<file path="src/rtl/mips_pipe_pkg.sv">
// Shared types and constants for the MIPS pipeline stage registers, so every
// inter-stage instance agrees on state encoding and the ID/EX payload layout.
package mips_pipe_pkg;

   typedef enum logic [1:0] {
      EMPTY = 2'd0,
      ONE   = 2'd1,
      TWO   = 2'd2
   } stage_state_e;

   localparam int ID_EX_CTRL_W = 20;
   localparam int ID_EX_DATA_W = 175;
   localparam int WORD_W       = 32;
   localparam int REG_W        = 5;

   // ID/EX payload layout, LSB first: RD, RT, RS, SHIFT, SEXT, RD2, RD1, PC
   localparam int OFF_RD    = 0;
   localparam int OFF_RT    = OFF_RD    + REG_W;
   localparam int OFF_RS    = OFF_RT    + REG_W;
   localparam int OFF_SHIFT = OFF_RS    + REG_W;
   localparam int OFF_SEXT  = OFF_SHIFT + WORD_W;
   localparam int OFF_RD2   = OFF_SEXT  + WORD_W;
   localparam int OFF_RD1   = OFF_RD2   + WORD_W;
   localparam int OFF_PC    = OFF_RD1   + WORD_W;

endpackage

</file>
<file path="src/rtl/mips_pipe_stage_if.sv">
// Valid/ready handshake bundle between two MIPS pipeline stages; the stage
// register itself takes the slave view, its neighbours the master view.
interface mips_pipe_stage_if
   import mips_pipe_pkg::*;
#(
   parameter int CTRL_W = ID_EX_CTRL_W,
   parameter int DATA_W = ID_EX_DATA_W
) ();

   logic              I_VALID;
   logic              O_READY;
   logic [CTRL_W-1:0] I_CTRL;
   logic [DATA_W-1:0] I_DATA;
   logic              O_VALID;
   logic              I_READY;
   logic [CTRL_W-1:0] O_CTRL;
   logic [DATA_W-1:0] O_DATA;

   modport master (
      output I_VALID, I_CTRL, I_DATA, I_READY,
      input  O_READY, O_VALID, O_CTRL, O_DATA
   );

   modport slave (
      input  I_VALID, I_CTRL, I_DATA, I_READY,
      output O_READY, O_VALID, O_CTRL, O_DATA
   );

endinterface

</file>
<file path="src/rtl/mips_sat_counter.sv">
// Saturating up-counter with synchronous clear; shared by the pipeline
// performance counters.
module mips_sat_counter #(
   parameter int CNT_W = 16
) (
   input  logic             i_clk,
   input  logic             i_clr,
   input  logic             i_inc,
   output logic [CNT_W-1:0] o_cnt
);

   localparam logic [CNT_W-1:0] CNT_MAX = {CNT_W{1'b1}};

   logic [CNT_W-1:0] r_cnt;

   always_ff @(posedge i_clk) begin
      if (i_clr) begin
         r_cnt <= '0;
      end else if (i_inc && (r_cnt != CNT_MAX)) begin
         r_cnt <= r_cnt + CNT_W'(1'b1);
      end else begin
         r_cnt <= r_cnt;
      end
   end

   assign o_cnt = r_cnt;

endmodule

</file>
<file path="src/rtl/mips_pipe_stage.sv">
// Generic MIPS inter-stage register: valid/ready handshake, optional skid
// entry for a registered ready, flush with bubble injection, stall counter.
module mips_pipe_stage
   import mips_pipe_pkg::*;
#(
   parameter int                CTRL_W      = ID_EX_CTRL_W,
   parameter int                DATA_W      = ID_EX_DATA_W,
   parameter logic [CTRL_W-1:0] BUBBLE_CTRL = '0,
   parameter bit                SKID        = 1'b1,
   parameter int                CNT_W       = 16
) (
   input  logic             CLK,
   input  logic             RESET,
   input  logic             I_FLUSH,
   mips_pipe_stage_if.slave bus,
   output logic [CNT_W-1:0] O_STALL_CNT
);

   stage_state_e      r_state;
   stage_state_e      w_state_nxt;
   logic [CTRL_W-1:0] r_main_ctrl;
   logic [CTRL_W-1:0] w_main_ctrl_nxt;
   logic [DATA_W-1:0] r_main_data;
   logic [DATA_W-1:0] w_main_data_nxt;
   logic [CTRL_W-1:0] r_skid_ctrl;
   logic [CTRL_W-1:0] w_skid_ctrl_nxt;
   logic [DATA_W-1:0] r_skid_data;
   logic [DATA_W-1:0] w_skid_data_nxt;
   logic              r_valid;
   logic              r_ready;
   logic              w_ready;
   logic              w_accept;
   logic              w_issue;

   // With a skid entry, ready comes straight from a flop so I_READY never reaches O_READY.
   assign w_ready  = SKID ? r_ready : (!r_valid || bus.I_READY);
   assign w_accept = bus.I_VALID && w_ready;
   assign w_issue  = r_valid && bus.I_READY;

   assign bus.O_READY = w_ready;
   assign bus.O_VALID = r_valid;
   assign bus.O_CTRL  = r_main_ctrl;
   assign bus.O_DATA  = r_main_data;

   always_comb begin
      w_state_nxt     = r_state;
      w_main_ctrl_nxt = r_main_ctrl;
      w_main_data_nxt = r_main_data;
      w_skid_ctrl_nxt = r_skid_ctrl;
      w_skid_data_nxt = r_skid_data;
      case (r_state)
         EMPTY: begin
            if (w_accept) begin
               w_state_nxt     = ONE;
               w_main_ctrl_nxt = bus.I_CTRL;
               w_main_data_nxt = bus.I_DATA;
            end else begin
               w_state_nxt = EMPTY;
            end
         end
         ONE: begin
            if (w_accept && !w_issue) begin
               w_state_nxt     = TWO;
               w_skid_ctrl_nxt = bus.I_CTRL;
               w_skid_data_nxt = bus.I_DATA;
            end else if (w_accept) begin
               w_main_ctrl_nxt = bus.I_CTRL;
               w_main_data_nxt = bus.I_DATA;
            end else if (w_issue) begin
               // Going empty: ctrl turns into a bubble, payload keeps its last value
               w_state_nxt     = EMPTY;
               w_main_ctrl_nxt = BUBBLE_CTRL;
            end else begin
               w_state_nxt = ONE;
            end
         end
         TWO: begin
            if (w_issue) begin
               w_state_nxt     = ONE;
               w_main_ctrl_nxt = r_skid_ctrl;
               w_main_data_nxt = r_skid_data;
            end else begin
               w_state_nxt = TWO;
            end
         end
         default: begin
            w_state_nxt     = EMPTY;
            w_main_ctrl_nxt = BUBBLE_CTRL;
            w_main_data_nxt = '0;
         end
      endcase
   end

   always_ff @(posedge CLK) begin
      if (RESET || I_FLUSH) begin
         r_state     <= EMPTY;
         r_valid     <= 1'b0;
         r_ready     <= 1'b1;
         r_main_ctrl <= BUBBLE_CTRL;
         r_main_data <= '0;
         r_skid_ctrl <= '0;
         r_skid_data <= '0;
      end else begin
         r_state     <= w_state_nxt;
         r_valid     <= (w_state_nxt != EMPTY);
         r_ready     <= (w_state_nxt != TWO);
         r_main_ctrl <= w_main_ctrl_nxt;
         r_main_data <= w_main_data_nxt;
         r_skid_ctrl <= w_skid_ctrl_nxt;
         r_skid_data <= w_skid_data_nxt;
      end
   end

   mips_sat_counter #(
      .CNT_W (CNT_W)
   ) u_stall_cnt (
      .i_clk (CLK),
      .i_clr (RESET),
      .i_inc (r_valid && !bus.I_READY),
      .o_cnt (O_STALL_CNT)
   );

endmodule

</file>
<file path="src/flat_wrapper.sv">
// flat-port wrapper written by rule: the top's interface ports become plain ports
module mips_pipe_stage_flat import mips_pipe_pkg::*;
#(
   parameter int                CTRL_W      = ID_EX_CTRL_W,
   parameter int                DATA_W      = ID_EX_DATA_W,
   parameter logic [CTRL_W-1:0] BUBBLE_CTRL = '0,
   parameter bit                SKID        = 1'b1,
   parameter int                CNT_W       = 16
)
  (CLK, RESET, I_FLUSH, O_STALL_CNT, bus_I_VALID, bus_I_CTRL, bus_I_DATA, bus_I_READY, bus_O_READY, bus_O_VALID, bus_O_CTRL, bus_O_DATA);
  mips_pipe_stage_if #(.CTRL_W(CTRL_W), .DATA_W(DATA_W)) bus_i ();
  input  logic CLK;
  input  logic RESET;
  input  logic I_FLUSH;
  output logic [CNT_W-1:0] O_STALL_CNT;
  input wire logic [$bits(bus_i.I_VALID)-1:0] bus_I_VALID;
  input wire logic [$bits(bus_i.I_CTRL)-1:0] bus_I_CTRL;
  input wire logic [$bits(bus_i.I_DATA)-1:0] bus_I_DATA;
  input wire logic [$bits(bus_i.I_READY)-1:0] bus_I_READY;
  output wire logic [$bits(bus_i.O_READY)-1:0] bus_O_READY;
  output wire logic [$bits(bus_i.O_VALID)-1:0] bus_O_VALID;
  output wire logic [$bits(bus_i.O_CTRL)-1:0] bus_O_CTRL;
  output wire logic [$bits(bus_i.O_DATA)-1:0] bus_O_DATA;
  assign bus_i.I_VALID = bus_I_VALID;
  assign bus_i.I_CTRL = bus_I_CTRL;
  assign bus_i.I_DATA = bus_I_DATA;
  assign bus_i.I_READY = bus_I_READY;
  assign bus_O_READY = bus_i.O_READY;
  assign bus_O_VALID = bus_i.O_VALID;
  assign bus_O_CTRL = bus_i.O_CTRL;
  assign bus_O_DATA = bus_i.O_DATA;
  mips_pipe_stage #(.CTRL_W(CTRL_W), .DATA_W(DATA_W), .BUBBLE_CTRL(BUBBLE_CTRL), .SKID(SKID), .CNT_W(CNT_W)) u_core (.CLK(CLK), .RESET(RESET), .I_FLUSH(I_FLUSH), .bus(bus_i), .O_STALL_CNT(O_STALL_CNT));
endmodule
</file>
<file path="config.mk">
export PLATFORM = sky130hd
export DESIGN_NAME = mips_pipe_stage_flat
export DESIGN_NICKNAME = d
export VERILOG_FILES = /design/src/rtl/mips_pipe_pkg.sv /design/src/rtl/mips_pipe_stage_if.sv /design/src/rtl/mips_sat_counter.sv /design/src/rtl/mips_pipe_stage.sv /design/src/flat_wrapper.sv
export SDC_FILE = /design/constraint.sdc
export NUM_CORES = 1
export LEC_CHECK = 0
export ABC_CLOCK_PERIOD_IN_PS = 1950
export BUFFER_PORTS_ARGS = -buffer_cell sky130_fd_sc_hd__buf_4
export CAP_MARGIN = 40
export CORE_UTILIZATION = 45
export DETAILED_ROUTE_END_ITERATION = 10
export GPL_TIMING_DRIVEN = 0
export HOLD_SLACK_MARGIN = 0.1
export PLACE_DENSITY = 0.71
export REMOVE_ABC_BUFFERS = 1
export SLEW_MARGIN = 20
export SYNTH_ARGS = -nofsm -noshare
export SYNTH_HDL_FRONTEND = slang
export SYNTH_SLANG_ARGS = --single-unit
export TNS_END_PERCENT = 10
</file>
<file path="constraint.sdc">
create_clock -name CLK -period 1.95 [get_ports CLK]
set_input_delay 0 -clock CLK [delete_from_list [all_inputs] [get_ports CLK]]
set_output_delay 0 -clock CLK [all_outputs]
set_load 0.01 [all_outputs]
</file>
# Yosys cells after proc, flatten, opt, wreduce, memory -nomap -nowiden
# Index checks and enable logic that the tools add are counted.
[op_classes] eq_ne=8 n_mux=16 n_reduce_logical=13 n_addsub=1
[ops] operator="$mux W175" count=3
[ops] operator="$pmux W175 S3" count=1
[ops] operator="$mux W20" count=5
[ops] operator="$pmux W20 S3" count=1
[ops] operator="$add A16 B1 Y16 const B" count=1
[ops] operator="$ne A16 B16 Y1 const B" count=1
[ops] operator="$mux W2" count=3
[ops] operator="$pmux W2 S3" count=1
[ops] operator="$logic_and A1 B1 Y1" count=5
[ops] operator="$ne A2 B1 Y1 const B" count=2
[ops] operator="$ne A2 B2 Y1 const B" count=2
[ops] operator="$reduce_and A2 Y1" count=2
[ops] operator="$reduce_and A4 Y1" count=1
[ops] operator="$ne A3 B1 Y1 const B" count=1
[ops] operator="$eq A2 B1 Y1 const B" count=1
[ops] operator="$eq A2 B2 Y1 const B" count=1
[ops] operator="$logic_not A1 Y1" count=2
[ops] operator="$logic_not A2 Y1" count=1
[ops] operator="$mux W1" count=2
[ops] operator="$reduce_bool A2 Y1" count=1
[ops] operator="$logic_or A1 B1 Y1" count=1
[totals] input_bits=200 register_bits=410 out_inout_bits=213

# Logic depth before layout (Yosys ltp)
# Gate-level depths: netlist (run 1).
[depth] ltp_word=6 depth_mapped=8 ltp_nobuf=5

# Cells and area by module
# Synthesis (run 1) repeated with hierarchy kept, for this count alone.
[unflattened] hier_cells=2058 area_unflattened_um2=16319.4
[by_module_without_submodules] mod="mips_pipe_stage" area_each_um2=15471.1 seq_area_each_um2=7887.6 cells_each=1959 instances=1
[by_module_without_submodules] mod="mips_sat_counter" area_each_um2=848.3 seq_area_each_um2=320.3 cells_each=99 instances=1

# Worst setup path before layout (run 1)
# No wires, ideal clock.
[synth_timing] path_type="flip-flop to flip-flop" startpoint="register u_core.u_stall_cnt.r_cnt[0], in the netlist u_core.u_stall_cnt.o_cnt[0]" endpoint="register u_core.u_stall_cnt.r_cnt[14], in the netlist u_core.u_stall_cnt.o_cnt[14]" path_slack_ns=0.183 n_path_buf=0 period_less_slack_ns=1.767 setup_ns=0.123 stages_incl_launch_ff=6 t_arrival_ns=1.644 t_required_ns=1.827 cell_sequence="dfxtp_1 ha_1 nand3b_4 nor4_1 nand4b_1 mux2_1"
[synth_via] elab_chain_cells=2
[synth_lines] item="from (decl)" line_no="mips_sat_counter.sv:14" rtl="logic [CNT_W-1:0] r_cnt;"
[synth_lines] item="from (signal assigned)" line_no="mips_sat_counter.sv:20" rtl="r_cnt <= r_cnt + CNT_W'(1'b1);"
[synth_lines] item="from (signal assigned)" line_no="mips_sat_counter.sv:22" rtl="r_cnt <= r_cnt;"
[synth_lines] item="parallel branches: the longest is 2 deep, another holds $add A16 B1 Y16"
# Parallel ways; which one is timed is not known.
# A chain may end at the register's enable or synchronous reset.

# Worst setup path after layout (run 1)
[layout_timing] startpoint="register u_core.r_state[0]" endpoint="register u_core.r_main_data[100], in the netlist u_core.bus.O_DATA[100]"
[layout_via] elab_chain_cells=3
[layout_lines] item="from (decl)" line_no="mips_pipe_stage.sv:19" rtl="stage_state_e r_state;"
[layout_lines] item="from (signal assigned)" line_no="mips_pipe_stage.sv:104" rtl="r_state <= w_state_nxt;"
[layout_lines] item="$eq A2 B2 Y1 / $eq A2 B1 Y1 (equally long branches)" line_no="mips_pipe_stage.sv:51" rtl="case (r_state)"
[layout_lines] item="$ne A2 B1 Y1 (no source line) / $ne A2 B2 Y1 (equally long branches)"
[layout_lines] item="$reduce_and A2 Y1 (no source line)"
[layout_lines] item="to (signal assigned)" line_no="mips_pipe_stage.sv:108" rtl="r_main_data <= w_main_data_nxt;"
[layout_lines] item="to (decl)" line_no="mips_pipe_stage.sv:23" rtl="logic [DATA_W-1:0] r_main_data;"
# Several ways; a longest one is shown, not always the timed one.

==> impl_metrics.py, run 1 <==
metrics = {
    "outcome": {
        "outcome": "complete, but fails checks",
        "violations": "setup timing",
    },
    "die": {
        "core_area_sq_mm": 0.0409,
        "dieArea_sq_mm": 0.0423,
        "io_pins": 413,
        "rows": 74,
        "die_w_microns": 206,
        "initial_core_util_pct": 45.6,
        "fp.dieH_microns": 206,
    },
    "clocking": {
        "cts_tree": "built",
        "htreeDepth": 2,
        "clock_latency_ns": 0.58,
        "cts_made_buffers": 45,
        "cts_root_buf": "clkbuf_16",
        "cts.path.max_buffers": 3,
        "path_clk_slew_ns": 0.06,
        "cts_num_sinks": 410,
    },
    "finish": {
        "finalNetCount": 3082,
        "stdcell_count": 3448,
        "final_area_sq_mm": 0.0283,
        "syn2layout_area_growth_pct": 51.4,
        "drive_gt1_share_pct": 29.3,
        "fin_util_pct": 69.1,
    },
    "grt": {
        "grt_max_degree": 68,
        "gr-total-overflow": 0,
        "antenna_found_initial": 4,
        "use_met1_pct": 40.3,
        "grt_use_met3_pct": 6.40,
        "busiest_layer": "met2",
        "met2_usage_pct": 54.0,
        "grt_pass1_vias": 20200,
        "grt_first_pass_wirelength_microns": 111000,
        "track_usage_pct": 33.1,
    },
    "placement": {
        "post-place-ws_ns": -1.42,
        "hpwl_microns": 38000,
        "io_buffers": 412,
        "place_inst": 3063,
        "gp_congestion": 0.852,
        "place_area_sq_mm": 0.0226,
    },
    "pwr": {
        "p_int_uw": 15400,
        "netSwitchingPower_uw": 5580,
        "peakVddDrop_mv": 0.678,
        "clkPwrFrac_pct": 40.9,
        "pwr-share-seq_pct": 41.8,
        "power.leakage_uw": 0.0106,
        "powerDensity_mw_per_mm2": 741,
        "power_uw": 21000,
        "switching_share_pct": 26.6,
        "power_frac_comb_pct": 17.3,
    },
    "route": {
        "wl_per_cell_microns": 22.8,
        "drt-total-wl_microns": 78700,
        "routed-via-count": 21200,
        "drtIter0Drc": 2322,
        "dr.pass1.iters": 8,
        "viasPerCell": 6.14,
        "ant_nets": 0,
        "drc_errors": 0,
    },
    "critical_path": {
        "crit_top_cell": "buf_4",
        "crit_family": "buffers and inverters",
        "start_kind": "flip-flop",
        "crit_arrival_ns": 2.59,
        "crit_path_top_delay_cell": "dfxtp_4",
        "cp_cell_sequence": "buf_4 -> buf_4 -> a21boi_4 -> o21ai_4 -> buf_12 -> buf_16 -> buf_4 -> a21oi_1 -> nor3_2",
        "critPathKind": "reg -> reg",
        "r2r_setup_slack_ns": -0.17,
        "critPathLaunch": "u_core.r_state[0]$_SDFF_PP0_",
        "r2r_start": "u_core.r_state[0]$_SDFF_PP0_",
        "crit_path_end_kind": "flip-flop",
        "required_ns": 2.42,
        "critPathMaxFanout": 12,
        "cpPeakStageDelay_ns": 0.37,
        "crit_buf_inv": 5,
    },
    "timing": {
        "rsz0062_at_grt": "true",
        "setup_ws_ns": -0.168,
        "finalCritPeriodShare_pct": 109,
        "tightest_slew_ns": 0.764,
        "max_freq_ghz": 0.472,
        "clock-skew-final_ns": 0.0277,
        "slew_headroom_pct": 49.1,
        "hold_viol_final": 0,
        "finalWorstPathRequiredPeriod_ns": 2.12,
        "setup-violations-final": 105,
        "maxSlewViolCount": 0,
    },
    "yosys": {
        "synth_cells": 2298,
        "synth.distinct_cells": 55,
        "yosys.area_share.simple_pct": 22.5,
        "synth_fa_ha_area_share_pct": 0.0670,
        "synth_compound_area_share_pct": 26.4,
        "yosysSeqAreaShare_pct": 44.0,
        "synth_top_family_by_area": "compound AO/OA/AOI/OAI gates",
        "netlist.area_leader.share_pct": 44.0,
        "syn_area_sq_mm": 0.0187,
        "synth_mux_area_share_pct": 0.228,
        "async_flop_share_pct": 0,
        "synthTopCellsByCount": "594 x nand2_1, 410 x dfxtp_1, 403 x a21oi_1, 186 x nor2_1, 166 x nor3_1",
        "synth-edff-count": 0,
        "ys_ff_latch": 410,
        "synthTopCellsByArea": "dfxtp_1 44%, nand2_1 12%, a21oi_1 11%",
        "yosys_warnings": 0,
        "synth_flop_cell": "dfxtp_1",
        "synth_area_leader_cell": "dfxtp_1",
        "synth-xor-area-share_pct": 0,
        "syn_area_per_cell_sq_um": 8.13,
        "yosysMostFrequentCell": "nand2_1",
    },
    "worst_hold_path": {
        "hold_class": "in -> reg",
        "hold_path.startpoint": "bus_I_READY",
    },
    "run": {
        "maxCapViolations": 0,
    },
}
-- worst reg2reg max path: stages, from the launching register on --
cell      delay [ns]
dfxtp_4         0.37
buf_4           0.15
buf_4           0.15
a21boi_4        0.15
o21ai_4         0.22
buf_12          0.15
buf_16          0.13
buf_4           0.23
a21oi_1         0.17
nor3_2          0.29
-- area by class of cell --
type / instances / area (sq um)
inverter: 2 / 23.8
tap: 532 / 666
clock inverter: 12 / 110
sequential: 410 / 8220
fill: 2851 / 12700
antenna: 4 / 10.0
timing repair buffer: 770 / 7990
clock buffer: 66 / 1320
timing repair inverter: 2 / 17.5
multi-input combinational: 1650 / 9920
-- layout by cell type, fill, tap and decap left out, types with 10 or more instances in the layout --
master / instances
nand2_1: 591
buf_4: 459
dfxtp_1: 406
a21oi_1: 386
dlygate4sd3_1: 208
nor2_1: 186
nor3_1: 161
a2111oi_2: 120
clkbuf_16: 53
buf_16: 50
a2111oi_4: 34
o21ai_0: 26
a32o_1: 20
a21oi_2: 17
nor3_2: 17
buf_6: 13
a2111oi_0: 12
bufbuf_16: 12
clkbuf_8: 11
buf_12: 11
clkbuf_1: 10
clkinv_2: 10
-- flip-flops by register name, summed over array words and instances (netlist names) --
signal / flops
u_core.bus.O_READY: 1
u_core.u_stall_cnt.o_cnt: 16
u_core.r_skid_data: 175
u_core.r_state: 2
u_core.bus.O_CTRL: 20
u_core.bus.O_DATA: 175
u_core.r_skid_ctrl: 20
u_core.bus.O_VALID: 1
-- through the flow --
| stage | setup TNS [ns] | hold slack [ns] |
|---|---|---|
| after floorplan | -3481.66 | 0.0691 |
| after global placement | -7930.20 | 0.223 |
| after detailed placement | -262.37 | 0.251 |
| after CTS | -5.00 | 0.155 |
| after global routing | -11.42 | 0.234 |
| final | -3.54 | 0.229 |
-- layer usage --
layer	share of wire (%)	wire [microns]
met5	0	0
met4	6.4	5000
met3	10	7940
met2	47	36800
met1	37	29000
-- what timing repair did --
item                                   CTS  global route
resized for setup                       97            85
hold buffers                           209             0
setup buffers                           49            19
cloned                                  24            10
setup endpoints to repair              392           255
pin swaps                               11            27
endpoints found under the hold margin  410             0
-- power by group through the flow --
stage / Clock [uW] / Combinational, uW / Sequential [uW]
after floorplan: 0 / 1170 / 9060
after global placement: 0 / 2440 / 9010
after detailed placement: 0 / 2630 / 8950
after CTS: 8550 / 3380 / 8750
after global routing: 8890 / 3800 / 8780
final: 8560 / 3630 / 8770
-- path summary, 6_finish.rpt --
kind | endpoint | cells after the start
max | u_core.bus.O_DATA[100]$_SDFFE_PP0P_ | 9
min | u_core.bus.O_CTRL[11]$_SDFFE_PP0P_ | 6
max reg2reg | u_core.bus.O_DATA[100]$_SDFFE_PP0P_ | 9
min reg2reg | u_core.r_skid_data[105]$_SDFFE_PP0P_ | 2
-- kinds of logic (layout without fill, tap and decap cells) --
group,after synthesis,count (layout)
and+or+nand+nor,1000,1003
AOI/OAI and AO/OA,642,642
DFF,410,410
buffers and inverters,241,852
muxes,4,4
adders and majority gates,1,1
other,0,4
Power figures use the tool's default switching activity.
==> run 2: changes to the inputs <==
Settings changed: CORE_MARGIN set to 5, SLEW_MARGIN 20 to unset.
==> run 2 against run 1 <==
Compared with the run above: the run still ends with setup timing left; combinational power about the same; wire length decreased by 0.48%; critical path depth decreased by 2; worst setup slack improved by 0.0012 ns; core utilization increased by 0.66 points.
==> impl_metrics.py, run 2 (synthesized netlist as in run 1, its figures left out) <==
metrics = {
    "outcome": {
        "outcome": "complete, but fails checks",
        "violations": "setup timing",
    },
    "timing": {
        "rsz0062_at_grt": "true",
        "setup-violations-final": 24,
        "setup_ws_ns": -0.167,
        "slew_headroom_pct": 55.1,
        "clock-skew-final_ns": 0.0235,
        "finalWorstPathRequiredPeriod_ns": 2.12,
        "finalCritPeriodShare_pct": 109,
        "hold_viol_final": 0,
        "max_freq_ghz": 0.472,
        "tightest_slew_ns": 0.674,
        "maxSlewViolCount": 0,
    },
    "finish": {
        "syn2layout_area_growth_pct": 52.8,
        "final_area_sq_mm": 0.0285,
        "drive_gt1_share_pct": 29.7,
        "mostFrequentLayoutCells": "589 x nand2_1, 448 x buf_4, 404 x dfxtp_1, 388 x a21oi_1, 201 x dlygate4sd3_1",
        "final_common_cell": "nand2_1",
        "finalNetCount": 3056,
        "fin_util_pct": 69.7,
    },
    "pwr": {
        "peakVddDrop_mv": 0.599,
        "pwr-share-seq_pct": 41.3,
        "clkPwrFrac_pct": 41.7,
        "power.leakage_uw": 0.0105,
        "netSwitchingPower_uw": 5590,
        "switching_share_pct": 26.3,
        "power_uw": 21300,
        "p_int_uw": 15700,
        "power_frac_comb_pct": 17.0,
        "powerDensity_mw_per_mm2": 745,
    },
    "placement": {
        "gp_congestion": 0.790,
        "io_buffers": 412,
        "place_area_sq_mm": 0.0225,
        "hpwl_microns": 39100,
    },
    "worst_hold_path": {
        "holdPathStages": 4,
        "hold_path_end": "u_core.r_skid_ctrl[5]$_SDFFE_PP0P_",
        "hold_path.startpoint": "bus_I_CTRL[5]",
        "hold_class": "in -> reg",
    },
    "grt": {
        "grt_pass1_vias": 20100,
        "grt_max_degree": 78,
        "gr-total-overflow": 0,
        "grt_first_pass_wirelength_microns": 109000,
        "antenna_found_initial": 7,
        "track_usage_pct": 29.2,
    },
    "critical_path": {
        "crit_family": "simple AND/OR/NAND/NOR gates",
        "timing.rr.end": "u_core.bus.O_DATA[15]$_SDFFE_PP0P_",
        "r2r_cells": 7,
        "critPathMaxFanout": 14,
        "cp_cell_sequence": "buf_4 -> and2b_4 -> and2_4 -> buf_16 -> clkbuf_16 -> a2111oi_4 -> nor3_1",
        "crit_path_top_delay_cell": "dfxtp_4",
        "start_kind": "flip-flop",
        "r2r_start": "u_core.r_state[0]$_SDFF_PP0_",
        "crit_path_end_kind": "flip-flop",
        "crit_arrival_ns": 2.56,
        "r2r_setup_slack_ns": -0.17,
        "required_ns": 2.39,
        "cpPeakStageDelay_ns": 0.36,
        "crit_buf_inv": 3,
        "critPathKind": "reg -> reg",
    },
    "clocking": {
        "path_clk_slew_ns": 0.06,
        "cts_made_buffers": 46,
        "cts_tree": "built",
        "cts.path.max_buffers": 3,
        "clock_latency_ns": 0.57,
        "cts_root_buf": "clkbuf_16",
        "cts_num_sinks": 410,
        "htreeDepth": 2,
    },
    "die": {
        "io_pins": 413,
        "core_area_sq_mm": 0.0409,
        "initial_core_util_pct": 45.6,
        "rows": 74,
        "die_w_microns": 214,
        "fp.dieH_microns": 214,
        "dieArea_sq_mm": 0.0457,
    },
    "route": {
        "drtIter0Drc": 2507,
        "ant_nets": 0,
        "routed-via-count": 21200,
        "dr.pass1.iters": 8,
        "drc_errors": 0,
        "wl_per_cell_microns": 22.8,
        "viasPerCell": 6.20,
        "drt-total-wl_microns": 78300,
    },
    "run": {
        "maxCapViolations": 0,
    },
}
## run 2: cell count changes in the layout (fill, tap and decap cells not counted), sizes merged, moves of 2 or more
cell	before	now
buf	542	519
clkbuf	74	89
dlygate4sd3	208	201
bufbuf	12	2
diode	4	6
clkinv	10	7
## run 2: routing by layer
layer / part of all wire, % / global-route usage [%] / vias to the layer above
met3: 9.7 / 5.98 / 400
met5: 0.017 / 0 / -
met2: 48 / 48.2 / 1502
li1: - / - / 9227
met1: 36 / 36.1 / 10100
met4: 6.5 / 15.2 / 2
## run 2: how the worst max path moves through the flow
stage / endpoint / cells after the start / slack [ns] / from
after floorplan: u_core.bus.O_DATA[55]$_SDFFE_PP0P_ / 4 / -10.69 / u_core.r_state[1]$_SDFF_PP0_
after global placement: u_core.bus.O_DATA[57]$_SDFFE_PP0P_ / 4 / -22.58 / u_core.r_state[1]$_SDFF_PP0_
after detailed placement: u_core.bus.O_DATA[71]$_SDFFE_PP0P_ / 6 / -1.20 / u_core.r_state[1]$_SDFF_PP0_
after CTS: u_core.bus.O_DATA[15]$_SDFFE_PP0P_ / 10 / -0.04 / u_core.r_state[0]$_SDFF_PP0_
after global routing: u_core.bus.O_DATA[15]$_SDFFE_PP0P_ / 7 / -0.14 / u_core.r_state[0]$_SDFF_PP0_
final: u_core.bus.O_DATA[15]$_SDFFE_PP0P_ / 7 / -0.17 / u_core.r_state[0]$_SDFF_PP0_
## run 2: area by class of cell
type / instances / area, sq um
Tap cell: 532 / 666
Antenna cell: 6 / 15.0
Fill cell: 2746 / 12400
Clock inverter: 10 / 106
Sequential cell: 410 / 8220
Timing Repair inverter: 1 / 11.3
Multi-Input combinational cell: 1654 / 10600
Timing Repair Buffer: 740 / 7470
Inverter: 2 / 33.8
Clock buffer: 72 / 1420
## run 2: through the flow
stage | cells | hold slack, ns | setup TNS (ns) | setup slack [ns]
after floorplan | 2059 | 0.0691 | -3481.66 | -10.69
after global placement | 3003 | 0.226 | -7868.63 | -22.58
after detailed placement | 3056 | 0.248 | -306.19 | -1.20
after CTS | 3389 | 0.214 | -0.300 | -0.0438
after global routing | 3427 | 0.256 | -1.70 | -0.145
final | 3427 | 0.248 | -0.801 | -0.167
## run 2: power by group through the flow
stage	clock (uW)	sequential (uW)	combinational, uW
2_1_floorplan	0	9060	1170
3_3_place_gp	0	9030	2430
3_5_place_dp	0	8970	2590
4_1_cts	8890	8760	3230
5_1_grt	9270	8800	3780
6_report	8870	8780	3610
## run 2: worst min-delay path, cell delays in order
cell and delay, ns:
dlygate4sd3_1 0.52, buf_4 0.10, nand2_1 0.04, a21oi_1 0.11
## run 2: what timing repair did
item | CTS | global route
buffers inserted | 41 | 15
gates resized for setup | 106 | 135
hold buffers | 201 | 0
gates cloned | 13 | 21
pin swaps | 10 | 53
setup endpoints to repair | 392 | 292
hold endpoints to repair | 410 | 0
